`src/rtl/score_pkg.sv`:
```
// -----------------------------------------------------------------------------
// score_pkg
// Shared types and constants for the reaction-timer scoring path.
//   result_t        : one measured reaction time in microsecond ticks
//   disp_sel_e      : which statistic the BCD/layout stage is showing
//   RESULT_TIMEOUT  : value the measurement counter parks at when nobody reacts
// -----------------------------------------------------------------------------
package score_pkg;

    typedef logic [19:0] result_t;

    typedef enum logic [1:0] {
        DISP_LAST = 2'd0,
        DISP_BEST = 2'd1,
        DISP_AVG  = 2'd2
    } disp_sel_e;

    localparam result_t RESULT_TIMEOUT = '1;

endpackage

```
`src/rtl/score_avg.sv`:
```
// -----------------------------------------------------------------------------
// score_avg
// Rolling mean of the last DEPTH accepted reaction times.
// Keeps a ring buffer of DEPTH entries, a running sum and a fill count.  On each
// accepted sample the oldest entry is subtracted and the new one added, so the
// sum always equals the sum of the buffer.  The mean is registered one cycle
// later (two cycles after the input strobe at the top level).
//
// Ports
//   i_clk        system clock
//   i_rst        asynchronous active-high reset
//   i_clear      synchronous wipe of buffer, sum, fill and mean
//   i_accept     one-cycle strobe: i_result is an accepted sample
//   i_result     sample value (W bits)
//   o_avg        registered mean of the window
//   o_avg_valid  window has been completely filled since reset/clear
// -----------------------------------------------------------------------------
module score_avg
    import score_pkg::*;
#(
    parameter int unsigned W     = 20,
    parameter int unsigned DEPTH = 4
) (
    input  logic         i_clk,
    input  logic         i_rst,
    input  logic         i_clear,
    input  logic         i_accept,
    input  logic [W-1:0] i_result,
    output logic [W-1:0] o_avg,
    output logic         o_avg_valid
);

    localparam int unsigned SHIFT = $clog2(DEPTH);
    localparam int unsigned SW    = W + SHIFT;
    localparam int unsigned FW    = SHIFT + 1;
    localparam logic [FW-1:0] FILL_FULL = FW'(DEPTH);

    logic [W-1:0]     ring_view [DEPTH];
    logic [SHIFT-1:0] wp_reg;
    logic [FW-1:0]    fill_reg;
    logic [SW-1:0]    sum_reg;
    logic [SW-1:0]    sum_next;
    logic [W-1:0]     oldest;
    logic [W-1:0]     avg_reg;
    logic             avg_valid_reg;

    // Entries start at zero, so subtracting the slot being overwritten is exact
    // even while the window is still filling.
    assign oldest   = ring_view[wp_reg];
    assign sum_next = sum_reg - SW'(oldest) + SW'(i_result);

    genvar gi;
    generate
        for (gi = 0; gi < DEPTH; gi++) begin : g_ring
            logic [W-1:0] entry_reg;

            always_ff @(posedge i_clk or posedge i_rst) begin
                if (i_rst) begin
                    entry_reg <= '0;
                end else if (i_clear) begin
                    entry_reg <= '0;
                end else if (i_accept && (wp_reg == SHIFT'(gi))) begin
                    entry_reg <= i_result;
                end
            end

            assign ring_view[gi] = entry_reg;
        end
    endgenerate

    always_ff @(posedge i_clk or posedge i_rst) begin
        if (i_rst) begin
            wp_reg        <= '0;
            fill_reg      <= '0;
            sum_reg       <= '0;
            avg_reg       <= '0;
            avg_valid_reg <= 1'b0;
        end else if (i_clear) begin
            wp_reg        <= '0;
            fill_reg      <= '0;
            sum_reg       <= '0;
            avg_reg       <= '0;
            avg_valid_reg <= 1'b0;
        end else begin
            if (i_accept) begin
                sum_reg <= sum_next;
                // DEPTH is a power of two, so the pointer wraps on overflow.
                wp_reg  <= wp_reg + 1'b1;
                if (fill_reg != FILL_FULL) begin
                    fill_reg <= fill_reg + 1'b1;
                end
            end
            // Mean and its valid flag follow the sum one cycle later, so they
            // change together on the same edge.
            avg_reg       <= W'(sum_reg >> SHIFT);
            avg_valid_reg <= (fill_reg == FILL_FULL);
        end
    end

    assign o_avg       = avg_reg;
    assign o_avg_valid = avg_valid_reg;

endmodule

```
`src/rtl/score_keeper.sv`:
```
// -----------------------------------------------------------------------------
// score_keeper
// Consumes finished reaction-time measurements, rejects implausible ones and
// keeps last / best / rolling-average statistics plus attempt counters.  Also
// paces a display selector that rotates through the statistics every
// FRAME_DIV video frames.
//
// Build option: define SCORE_AVG_EN to include the rolling average (score_avg)
// and the DISP_AVG display slot.  Without it o_avg and o_avg_valid are tied to
// zero and the display alternates LAST <-> BEST only.
//
// Ports
//   i_clk         system clock (pixel clock)
//   i_rst         asynchronous active-high reset
//   i_valid       one-cycle strobe: new measurement on i_result
//   i_result      measured reaction time in microseconds
//   i_clear       one-cycle strobe: wipe statistics (o_last is kept)
//   i_of          end-of-frame strobe from the video timing generator
//   o_last        last accepted result
//   o_best        minimum accepted result
//   o_best_valid  o_best holds a real value
//   o_avg         mean of the last DEPTH accepted results
//   o_avg_valid   DEPTH results accumulated since reset/clear
//   o_count       accepted attempts, saturating at 255
//   o_rejects     rejected attempts, saturating at 255
//   o_new_best    one-cycle pulse when o_best improves
//   o_reject      one-cycle pulse when a result is rejected
//   o_sel         display select (disp_sel_e encoding)
// -----------------------------------------------------------------------------
module score_keeper
    import score_pkg::*;
#(
    parameter int unsigned W          = 20,
    parameter int unsigned MIN_RESULT = 80000,
    parameter int unsigned DEPTH      = 4,
    parameter int unsigned FRAME_DIV  = 120
) (
    input  logic         i_clk,
    input  logic         i_rst,
    input  logic         i_valid,
    input  logic [W-1:0] i_result,
    input  logic         i_clear,
    input  logic         i_of,
    output logic [W-1:0] o_last,
    output logic [W-1:0] o_best,
    output logic         o_best_valid,
    output logic [W-1:0] o_avg,
    output logic         o_avg_valid,
    output logic [7:0]   o_count,
    output logic [7:0]   o_rejects,
    output logic         o_new_best,
    output logic         o_reject,
    output logic [1:0]   o_sel
);

    localparam logic [W-1:0] MIN_R   = W'(MIN_RESULT);
    localparam logic [W-1:0] TIMEOUT = {W{1'b1}};
    localparam int unsigned  FRW     = $clog2(FRAME_DIV);
    localparam logic [FRW-1:0] FRAME_LAST = FRW'(FRAME_DIV - 1);

    // Elaboration-time guard on the window size (power of two, 2..16).
    generate
        if ((DEPTH < 2) || (DEPTH > 16) || ((DEPTH & (DEPTH - 1)) != 0)) begin : g_bad_depth
            $error("score_keeper: DEPTH must be a power of two in 2..16");
        end
        if (FRAME_DIV < 2) begin : g_bad_frame_div
            $error("score_keeper: FRAME_DIV must be at least 2");
        end
    endgenerate

    logic [W-1:0] last_reg;
    logic [W-1:0] best_reg;
    logic         best_valid_reg;
    logic [7:0]   count_reg;
    logic [7:0]   rejects_reg;
    logic         new_best_reg;
    logic         reject_reg;
    disp_sel_e    sel_reg;
    disp_sel_e    sel_next;
    logic [FRW-1:0] frame_reg;
    logic [FRW-1:0] frame_next;

    logic         sample_ok;
    logic         take;
    logic         accept;
    logic         reject;
    logic         improves;
    logic [W-1:0] avg;
    logic         avg_valid;

    // ------------------------------------------------------------------
    // Sample classification.  Clear wins over a coincident strobe, so the
    // sample is simply not taken in that cycle.
    // ------------------------------------------------------------------
    always_comb begin
        sample_ok = (i_result >= MIN_R) && (i_result != TIMEOUT);
        take      = i_valid && !i_clear;
        accept    = take && sample_ok;
        reject    = take && !sample_ok;
        // A tie with the current best is not an improvement.
        improves  = !best_valid_reg || (i_result < best_reg);
    end

    // ------------------------------------------------------------------
    // Statistics registers
    // ------------------------------------------------------------------
    always_ff @(posedge i_clk or posedge i_rst) begin
        if (i_rst) begin
            last_reg       <= '0;
            best_reg       <= '0;
            best_valid_reg <= 1'b0;
            count_reg      <= '0;
            rejects_reg    <= '0;
            new_best_reg   <= 1'b0;
            reject_reg     <= 1'b0;
        end else begin
            new_best_reg <= 1'b0;
            reject_reg   <= 1'b0;
            if (i_clear) begin
                // o_last deliberately survives a clear.
                best_reg       <= '0;
                best_valid_reg <= 1'b0;
                count_reg      <= '0;
                rejects_reg    <= '0;
            end else if (accept) begin
                last_reg <= i_result;
                if (count_reg != 8'hFF) begin
                    count_reg <= count_reg + 8'd1;
                end
                if (improves) begin
                    best_reg       <= i_result;
                    best_valid_reg <= 1'b1;
                    new_best_reg   <= 1'b1;
                end
            end else if (reject) begin
                reject_reg <= 1'b1;
                if (rejects_reg != 8'hFF) begin
                    rejects_reg <= rejects_reg + 8'd1;
                end
            end
        end
    end

    // ------------------------------------------------------------------
    // Rolling average (optional)
    // ------------------------------------------------------------------
`ifdef SCORE_AVG_EN
    score_avg #(
        .W     (W),
        .DEPTH (DEPTH)
    ) u_avg (
        .i_clk       (i_clk),
        .i_rst       (i_rst),
        .i_clear     (i_clear),
        .i_accept    (accept),
        .i_result    (i_result),
        .o_avg       (avg),
        .o_avg_valid (avg_valid)
    );
`else
    assign avg       = '0;
    assign avg_valid = 1'b0;
`endif

    // ------------------------------------------------------------------
    // Display selector FSM: state register
    // ------------------------------------------------------------------
    always_ff @(posedge i_clk or posedge i_rst) begin
        if (i_rst) begin
            sel_reg   <= DISP_LAST;
            frame_reg <= '0;
        end else begin
            sel_reg   <= sel_next;
            frame_reg <= frame_next;
        end
    end

    // ------------------------------------------------------------------
    // Display selector FSM: next state
    // A fresh result always goes to the screen immediately and restarts the
    // slot timer; otherwise the slot advances after FRAME_DIV frames, skipping
    // statistics that do not hold a value yet.
    // ------------------------------------------------------------------
    always_comb begin
        sel_next   = sel_reg;
        frame_next = frame_reg;
        if (i_clear || accept) begin
            sel_next   = DISP_LAST;
            frame_next = '0;
        end else if (i_of) begin
            if (frame_reg == FRAME_LAST) begin
                frame_next = '0;
                case (sel_reg)
                    DISP_LAST: begin
                        if (best_valid_reg) begin
                            sel_next = DISP_BEST;
                        end else if (avg_valid) begin
                            sel_next = DISP_AVG;
                        end else begin
                            sel_next = DISP_LAST;
                        end
                    end
                    DISP_BEST: begin
                        sel_next = avg_valid ? DISP_AVG : DISP_LAST;
                    end
                    default: begin
                        sel_next = DISP_LAST;
                    end
                endcase
            end else begin
                frame_next = frame_reg + 1'b1;
            end
        end
    end

    // ------------------------------------------------------------------
    // Outputs
    // ------------------------------------------------------------------
    assign o_last       = last_reg;
    assign o_best       = best_reg;
    assign o_best_valid = best_valid_reg;
    assign o_avg        = avg;
    assign o_avg_valid  = avg_valid;
    assign o_count      = count_reg;
    assign o_rejects    = rejects_reg;
    assign o_new_best   = new_best_reg;
    assign o_reject     = reject_reg;
    assign o_sel        = sel_reg;

endmodule

```
`config.mk`:
```
export PLATFORM = sky130hd
export DESIGN_NAME = score_keeper
export DESIGN_NICKNAME = d
export VERILOG_FILES = /design/src/rtl/score_pkg.sv /design/src/rtl/score_avg.sv /design/src/rtl/score_keeper.sv
export SDC_FILE = /design/constraint.sdc
export NUM_CORES = 1
export LEC_CHECK = 0
export CORE_ASPECT_RATIO = 1.5
export CORE_MARGIN = 1.5
export CORE_UTILIZATION = 40
export CTS_CLUSTER_DIAMETER = 80
export CTS_CLUSTER_SIZE = 28
export DETAILED_ROUTE_END_ITERATION = 7
export HOLD_SLACK_MARGIN = 0.05
export PLACE_DENSITY_LB_ADDON = 0.05
export SYNTH_ARGS = -nofsm -noshare
export SYNTH_HDL_FRONTEND = slang
export SYNTH_SLANG_ARGS = --single-unit
export TNS_END_PERCENT = 5
```
`constraint.sdc`:
```
create_clock -name i_clk -period 4.3 [get_ports i_clk]
set_input_delay 0.43 -clock i_clk [delete_from_list [all_inputs] [get_ports i_clk]]
set_output_delay 0.43 -clock i_clk [all_outputs]
set_load 0.005 [all_outputs]
```
==> flow_summary.json, run 1 <==
{
  "run_status": "finished clean",
  "seqPwrFrac_pct": 42.5,
  "num_io_pins": 107,
  "ys_seq_area_share_pct": 47.2,
  "cts_hold_repair.buffers": 0,
  "power_leakage_uw": 0.00202,
  "hold_path.class": "flip-flop to flip-flop",
  "areaGrowthSynthToFinish_pct": 31.8,
  "clk_latency_ns": 0.33,
  "finalNetCount": 469,
  "ys_seq_elements": 67,
  "max_slew_margin_pct": 38.4,
  "skew_ns": 0.00392,
  "clkPwrFrac_pct": 38.2,
  "grtUsageTotal_pct": 18.3,
  "powerDensity_nw_per_um2": 366,
  "drt_iter0_markers": 93,
  "path_clk_slew_ns": 0.05,
  "worstPathArrival_ns": 3.13,
  "wirelength_mm": 7.92,
  "synth_cell_types": 45,
  "initial_core_util_pct": 41.7,
  "seq_area_um2": 1680,
  "utilization_pct": 54.9,
  "worstSetupStartpointType": "primary input",
  "grt_max_degree": 45,
  "cts_setup_buffers": 0,
  "period_share_pct": 66.6,
  "antenna_found_initial": 0,
  "grt_pass1_wl_mm": 13.5,
  "setup.worst_path.class": "primary input to flip-flop",
  "grt_overflow_total": 0,
  "ctsLongestPathBuffers": 2,
  "syn_inst": 337,
  "slew_viol_final": 0,
  "avgRoutedWirePerCell_um": 14.9,
  "die_w_um": 79.9,
  "clkSinkCount": 67,
  "syn_avg_cell_area_um2": 10.5,
  "cp_max_fo": 21,
  "p_int_uw": 1280,
  "dieArea_um2": 9460,
  "ys_warn_count": 0,
  "fmax_mhz": 349,
  "hold_slack_ns": 0.502,
  "gp_congestion": 0.760,
  "fin_crit_ns": 2.87,
  "htree_num_levels": 3,
  "tns_ns": 0,
  "tightest_slew_ns": 0.923,
  "nFillCells": 784,
  "fin_area_um2": 4680,
  "drc": 0,
  "crit_required_ns": 4.56,
  "n_antenna_cell": 0,
  "design.core.area_um2": 8520,
  "hold_viol": 0,
  "multi_input_area_um2": 1630,
  "routed_via_density": 5.22,
  "final_cell_mix": "clkdlybuf4s50_1, dfrtp_1, inv_1",
  "grt_setup_unrepaired": "no",
  "peakVddDrop_v": 0.000235,
  "cts_tree": "done",
  "dr.pass1.iters": 4,
  "dpl.hpwl_mm": 5.73,
  "drtAntennaViolNets": 0,
  "p_switching_uw": 431,
  "vias": 2780,
  "die_y_um": 118,
  "drive_above_1_share_pct": 10.3,
  "cts_buffers": 9,
  "final_common_cell": "clkdlybuf4s50_1",
  "setup_viol": 0,
  "grt_pass1_vias": 2763,
  "r2r_slack_ns": 1.75,
  "combPwrFrac_pct": 19.3,
  "postPlaceCellArea_um2": 4420,
  "cap_violations": 0,
  "numPortBuffers": 84,
  "synth_area_um2": 3550,
  "cts_root_buf": "clkbuf_16",
  "p_sw_share_pct": 25.2,
  "rows": 41,
  "end_kind": "flip-flop",
  "cts_resized": 0
}
## cells in the mapped netlist, drive strengths merged
| master | instances | area (um^2) |
|---|---|---|
| mux2i | 2 | 20.0 |
| or4 | 1 | 7.51 |
| a41oi | 2 | 17.5 |
| a211oi | 3 | 22.5 |
| o21a | 1 | 7.51 |
| o2111ai | 1 | 8.76 |
| a311oi | 3 | 26.3 |
| nand2 | 16 | 60.1 |
| xor2 | 6 | 52.6 |
| and2 | 1 | 6.26 |
| ha | 22 | 275 |
| a22oi | 1 | 7.51 |
| clkbuf | 6 | 22.5 |
| dfrtp | 67 | 1680 |
| inv | 25 | 93.8 |
| nor3b | 1 | 7.51 |
| nor3 | 9 | 45.0 |
| nand3b | 1 | 7.51 |
| a22o | 20 | 175 |
| o31ai | 1 | 7.51 |
| o211ai | 3 | 22.5 |
| and4 | 2 | 17.5 |
| a31oi | 4 | 25.0 |
| buf | 30 | 205 |
| nor2 | 24 | 90.1 |
| nand4 | 12 | 75.1 |
| o21ai | 7 | 46.3 |
| mux2 | 20 | 225 |
| xnor2 | 4 | 35.0 |
| nor4 | 2 | 12.5 |
| a221oi | 1 | 8.76 |
| a31o | 1 | 8.76 |
| a21oi | 11 | 55.1 |
| nand3 | 10 | 62.6 |
| or3 | 1 | 11.3 |
| and3 | 6 | 37.5 |
| nand2b | 5 | 31.3 |
| or2 | 2 | 12.5 |
| a21o | 1 | 7.51 |
| conb | 1 | 3.75 |
| a211o | 1 | 8.76 |
## per-layer routing
metal | GRT usage, % | part of all wire (%)
met3 | 5.10 | 5.1
met5 | 0 | 0
met2 | 31.0 | 53
met4 | 7.11 | 1.3
met1 | 21.4 | 41
## layout make-up
type | count | share of cell area [%]
clock inverter | 3 | 0.321
timing repair buffer | 89 | 18.8
sequential | 67 | 35.8
inverter | 25 | 2.01
tap | 107 | 2.86
clock buffer | 12 | 5.27
multi-input combinational | 230 | 34.9
## final timing paths
check,startpoint,cells past startpoint,end
setup / recovery,i_result[16],8,o_best[13]
hold / removal,frame_reg[5],1,frame_reg[5]
setup reg to reg,o_best[7],8,o_best[13]
hold reg to reg,frame_reg[5],1,frame_reg[5]
max in group asynchronous,i_rst,3,o_best[6]
min in group asynchronous,i_rst,2,o_count[6]
## worst max-delay path, stage by stage
cell and delay, ns:
clkdlybuf4s50_1 0.59, nand4_1 0.18, o211ai_1 0.35, o21ai_4 0.18
nor2_2 0.11, buf_4 0.29, a31o_1 0.73, a22o_1 0.26
## power groups by stage
stage               Sequential, uW  Combinational (uW)  Clock [uW]
floorplan                      736                 163           0
global placement               737                 331           0
detailed placement             737                 335           0
CTS                            728                 336         674
global route                   735                 368         696
finish                         727                 330         653
## logic make-up (layout without fill, tap and decap cells)
kind of cell	after synthesis	after routing	share of synthesized area, %
multiplexers	22	22	6.91
AND/OR/NAND/NOR	93	93	13.6
AO/OA/AOI/OAI	61	61	12.8
adder cells (fa/ha/maj)	22	22	7.75
buffers and inverters	61	129	9.06
other	1	22	0.106
flip-flops	67	67	47.2
XOR/XNOR	10	10	2.47
## stage by stage
step	total power (uW)	cells	worst slack (ns)
6_report	1710	533	1.43
5_1_grt	1800	533	1.23
4_1_cts	1740	533	1.38
3_5_place_dp	1070	518	1.04
3_3_place_gp	1070	518	1.10
2_1_floorplan	899	358	2.19
No activity file was read; power rests on OpenSTA's default activity.
==> run 2: changes to the inputs <==
==> constraint.sdc (replaced) <==
create_clock -name i_clk -period 2.9 [get_ports i_clk]
set_input_delay 0.29 -clock i_clk [delete_from_list [all_inputs] [get_ports i_clk]]
set_output_delay 0.29 -clock i_clk [all_outputs]
set_load 0.005 [all_outputs]
==> run 2 against run 1 <==
Net effect: die area unchanged; global-route usage about the same; largest power group is now the clock network; hold slack lost 0.089 ns; critical endpoint is now o_best[0].
==> flow_summary.json, run 2 (synthesis results as in run 1) <==
{
  "combPwrFrac_pct": 18.9,
  "skew_ns": 0.00448,
  "run_status": "finished clean",
  "setup_viol": 0,
  "dpl.hpwl_mm": 5.89,
  "die_w_um": 79.9,
  "antenna_found_initial": 0,
  "clkPwrFrac_pct": 40.7,
  "p_switching_uw": 646,
  "ctsLongestPathBuffers": 2,
  "wirelength_mm": 8.17,
  "grt_pass1_wl_mm": 13.5,
  "hold_slack_ns": 0.413,
  "seqPwrFrac_pct": 40.3,
  "cts_setup_buffers": 0,
  "cp_slowest_cell": "a31o_1",
  "rr_worst_depth": 8,
  "final_common_cell": "clkdlybuf4s50_1",
  "fin_area_um2": 4790,
  "p_int_uw": 2020,
  "vias": 2781,
  "fin_crit_ns": 2.60,
  "finalNetCount": 476,
  "fmax_mhz": 384,
  "setup.worst_path.end": "o_best[0]",
  "utilization_pct": 56.2,
  "crit_required_ns": 3.16,
  "hold_path.class": "primary input to async pin",
  "path_depth": 8,
  "cpPeakStageDelay_ns": 0.72,
  "hold_viol": 0,
  "rows": 41,
  "cts_buffers": 9,
  "dp.cells": 525,
  "gp_congestion": 0.812,
  "htree_num_levels": 3,
  "peakVddDrop_v": 0.000342,
  "worstSetupStartpointType": "primary input",
  "crit_chain": "clkdlybuf4s50_1, ha_1, a21o_1, a221oi_1, o21ai_0, a31oi_1, a31o_1, a22o_1",
  "routed_via_density": 5.15,
  "drc": 0,
  "max_slew_margin_pct": 44.7,
  "slew_viol_final": 0,
  "cts_root_buf": "clkbuf_16",
  "startpoint": "i_result[5]",
  "grt_pass1_vias": 2735,
  "dieArea_um2": 9460,
  "drt_iter0_markers": 98,
  "clk_latency_ns": 0.33,
  "r2r_start": "o_best[5]",
  "setup.worst_path.class": "primary input to flip-flop",
  "tightest_slew_ns": 0.830,
  "fin_cells": 540,
  "end_kind": "flip-flop",
  "cts_tree": "done",
  "die_y_um": 118,
  "drive_above_1_share_pct": 11.8,
  "clkSinkCount": 67,
  "n_antenna_cell": 0,
  "cpLargestDelayFamily": "compound AO/OA/AOI/OAI gates",
  "cts_resized": 0,
  "grt_overflow_total": 0,
  "r2r_slack_ns": 0.35,
  "areaGrowthSynthToFinish_pct": 34.9,
  "cap_violations": 0,
  "design.core.area_um2": 8520,
  "avgRoutedWirePerCell_um": 15.1,
  "initial_core_util_pct": 41.7,
  "num_io_pins": 107,
  "power_leakage_uw": 0.00208,
  "powerDensity_nw_per_um2": 557,
  "setup_ws_ns": 0.297,
  "cp_max_fo": 21,
  "numPortBuffers": 84,
  "period_share_pct": 89.7,
  "pre_cts_ws_ns": -0.0369,
  "postPlaceCellArea_um2": 4490,
  "r2r_end": "o_best[0]",
  "grt_setup_unrepaired": "no",
  "final_cell_mix": "clkdlybuf4s50_1, dfrtp_1, inv_1",
  "p_sw_share_pct": 24.2,
  "drtAntennaViolNets": 0,
  "worstPathArrival_ns": 2.86,
  "dr.pass1.iters": 4,
  "path_buf_inv": 1,
  "grtUsageTotal_pct": 18.3,
  "path_clk_slew_ns": 0.05,
  "grt_max_degree": 38,
  "cts_hold_repair.buffers": 0
}
==> run 2: how the worst min path moves through the flow <==
| stage | start | endpoint | slack, ns | cells past startpoint |
|---|---|---|---|---|
| floorplan | i_result[18] | o_best[18] | 0.43 | 1 |
| global placement | frame_reg[5] | frame_reg[5] | 0.48 | 1 |
| detailed placement | frame_reg[5] | frame_reg[5] | 0.48 | 1 |
| CTS | i_rst | o_count[5] | 0.44 | 2 |
| global route | i_rst | o_count[1] | 0.48 | 2 |
| finish | i_rst | o_count[5] | 0.41 | 2 |
==> run 2: metal layers <==
layer / track usage, % / share of wire, %
met1: 23.7 / 44
met2: 29.4 / 50
met3: 3.32 / 4.6
met4: 8.08 / 1.3
met5: 0 / 0
==> run 2: final cells by class <==
cell class | instances | area (um^2)
timing repair buffer | 96 | 956
inverter | 25 | 93.8
clock inverter | 2 | 35.0
clock buffer | 13 | 260
tap | 107 | 134
multi-input combinational | 230 | 1630
fill | 786 | 3730
sequential | 67 | 1680
==> run 2: per-stage QoR <==
stage	power, uW	TNS [ns]
after global routing	2790	0
after global placement	1600	-0.0518
after detailed placement	1600	-0.307
final	2670	0
after floorplan	1330	0
after CTS	2700	0
==> run 2: power groups by stage <==
stage	logic (uW)	registers (uW)	clock network, uW
floorplan	242	1090	0
global placement	506	1090	0
detailed placement	513	1090	0
CTS	515	1080	1100
global route	561	1090	1140
finish	506	1080	1090
==> run 2: worst register-to-register path: stages, from the launching register on <==
cell and delay (ns):
dfrtp_1 0.38, inv_1 0.06, ha_1 0.29, a21o_1 0.16
a221oi_1 0.25, o21ai_0 0.15, a31oi_1 0.20, a31o_1 0.72
a22o_1 0.27
==> run 3: changes to the inputs <==
--- a/config.mk
+++ b/config.mk
@@ -5,12 +5,14 @@
 export SDC_FILE = /design/constraint.sdc
 export NUM_CORES = 1
 export LEC_CHECK = 0
+export ABC_CLOCK_PERIOD_IN_PS = 2900
 export CORE_ASPECT_RATIO = 1.5
 export CORE_MARGIN = 1.5
 export CORE_UTILIZATION = 40
 export CTS_CLUSTER_DIAMETER = 80
 export CTS_CLUSTER_SIZE = 28
 export DETAILED_ROUTE_END_ITERATION = 7
+export DONT_BUFFER_PORTS = 1
 export HOLD_SLACK_MARGIN = 0.05
 export PLACE_DENSITY_LB_ADDON = 0.05
 export SYNTH_ARGS = -nofsm -noshare
==> run 3 against run 2 <==
Net effect: via count fell by 12%; clock power decreased by 13%; routed wire length down 5.5%; first-iteration DRC count grew 36%; total power fell by 13%; sequential power about the same; maximum frequency grew 2.4%; register-to-register slack about the same; clock-buffer cell count is the same; die area unchanged; critical path type is now flip-flop to flip-flop; largest power group is now sequential cells; highest routed layer unchanged.
==> flow_summary.json, run 3 (synthesis results as in run 1) <==
{
  "r2r_slack_ns": 0.36,
  "period_share_pct": 87.6,
  "powerDensity_nw_per_um2": 600,
  "ctsLongestPathBuffers": 2,
  "drive_above_1_share_pct": 12.7,
  "utilization_pct": 45.3,
  "power_leakage_uw": 0.00172,
  "worstPathArrival_ns": 2.80,
  "skew_ns": 0.00659,
  "tightest_slew_ns": 0.814,
  "rr_worst_depth": 8,
  "cts_root_buf": "clkbuf_16",
  "setup_viol": 0,
  "drc": 0,
  "setup.worst_path.class": "flip-flop to flip-flop",
  "grt_setup_unrepaired": "no",
  "cap_violations": 0,
  "dieArea_um2": 9460,
  "cts_tree": "done",
  "peakVddDrop_v": 0.000375,
  "die_y_um": 118,
  "num_io_pins": 107,
  "p_switching_uw": 595,
  "end_kind": "flip-flop",
  "grt_pass1_wl_mm": 12.7,
  "slew_viol_final": 0,
  "finalNetCount": 388,
  "cp_max_fo": 21,
  "design.core.area_um2": 8520,
  "vias": 2459,
  "seqPwrFrac_pct": 47.5,
  "final_common_cell": "dfrtp_1",
  "numPortBuffers": 0,
  "rows": 41,
  "clk_latency_ns": 0.33,
  "clkPwrFrac_pct": 41.2,
  "drt_iter0_markers": 133,
  "die_w_um": 79.9,
  "crit_required_ns": 3.16,
  "worstSetupStartpointType": "flip-flop",
  "avgRoutedWirePerCell_um": 17.0,
  "grt_overflow_total": 0,
  "dr.pass1.iters": 4,
  "cts_setup_buffers": 0,
  "cts_buffers": 9,
  "grt_max_degree": 42,
  "initial_core_util_pct": 41.7,
  "combPwrFrac_pct": 11.3,
  "tns_ns": 0,
  "gp_congestion": 0.802,
  "dpl.hpwl_mm": 5.55,
  "fin_crit_ns": 2.54,
  "p_int_uw": 1720,
  "path_clk_slew_ns": 0.05,
  "r2r_start": "o_best[7]",
  "fmax_mhz": 393,
  "grtUsageTotal_pct": 17.4,
  "run_status": "finished clean",
  "nFillCells": 848,
  "routed_via_density": 5.43,
  "setup.worst_path.end": "o_best[2]",
  "r2r_end": "o_best[2]",
  "n_antenna_cell": 0,
  "wirelength_mm": 7.72,
  "clkSinkCount": 67,
  "grt_pass1_vias": 2469,
  "final_cell_mix": "dfrtp_1, inv_1, nor2_1",
  "htree_num_levels": 3,
  "startpoint": "o_best[7]",
  "drtAntennaViolNets": 0,
  "hold_viol": 0,
  "p_sw_share_pct": 25.7,
  "hold_path.class": "primary input to flip-flop",
  "areaGrowthSynthToFinish_pct": 8.67,
  "antenna_found_initial": 0,
  "max_slew_margin_pct": 45.7
}
[run 3: cell types whose count changed in the layout (fill, tap and decap cells not counted), sizes merged]
cell           delta
clkdlybuf4s50    -84
bufinv            -1
dlygate4sd3       +2
clkinv            +2
buf               -6
[run 3: timing repair]
item	4_1_cts	5_1_grt
endpoints found under the hold margin	44	0
hold buffers	2	0
resized for setup	0	0
[run 3: power groups by stage]
stage          Clock [uW]  Combinational, uW  Sequential [uW]
3_3_place_gp            0                256             1120
5_1_grt              1030                304             1110
4_1_cts               979                268             1100
3_5_place_dp            0                261             1120
6_report              953                262             1100
2_1_floorplan           0                242             1090
[run 3: how the worst min path moves through the flow]
stage,from,end,slack [ns],depth (start not counted)
CTS,i_valid,o_reject,0.06,2
finish,i_valid,o_reject,0.06,2
detailed placement,i_rst,o_count[6],0.04,1
global route,i_of,frame_reg[4],0.07,1
global placement,i_rst,o_count[6],0.04,1
floorplan,i_result[18],o_best[18],0.43,1
[run 3: layout make-up]
type                    count  area [um^2]  share of cell area (%)
multi-input cells         230         1630                    42.3
inverters                  25         93.8                    2.43
clock inverters             3         15.0                   0.389
well taps                 107          134                    3.47
flip-flops and latches     67         1680                    43.5
clock buffers              13          240                    6.23
repair buffers              8         65.1                    1.69
[run 3: per-layer routing]
layer	share of wire, %	vias up	global-route usage [%]
li1	-	1173	-
met1	40	1190	21.4
met2	51	86	28.1
met3	6.1	10	3.55
met4	2.2	0	9.16
met5	0	-	0
[run 3: through the flow]
stage          std cells  cell area [um^2]  total power (uW)  hold WS [ns]  setup slack, ns
4_1_cts              453              3860              2350        0.0550            0.325
3_3_place_gp         435              3580              1370        0.0400            0.334
5_1_grt              453              3860              2450        0.0717            0.122
2_1_floorplan        358              3630              1330         0.430            0.927
3_5_place_dp         435              3580              1380        0.0401            0.340
6_report             453              3860              2310        0.0628            0.358
[run 3: worst max-delay path, cell delays in order, from the launching register on]
cell      delay [ns]
dfrtp_1         0.42
inv_1           0.06
ha_1            0.28
and2_1          0.17
a221oi_1        0.22
o21ai_0         0.14
a31oi_1         0.21
a31o_1          0.71
a22o_1          0.26
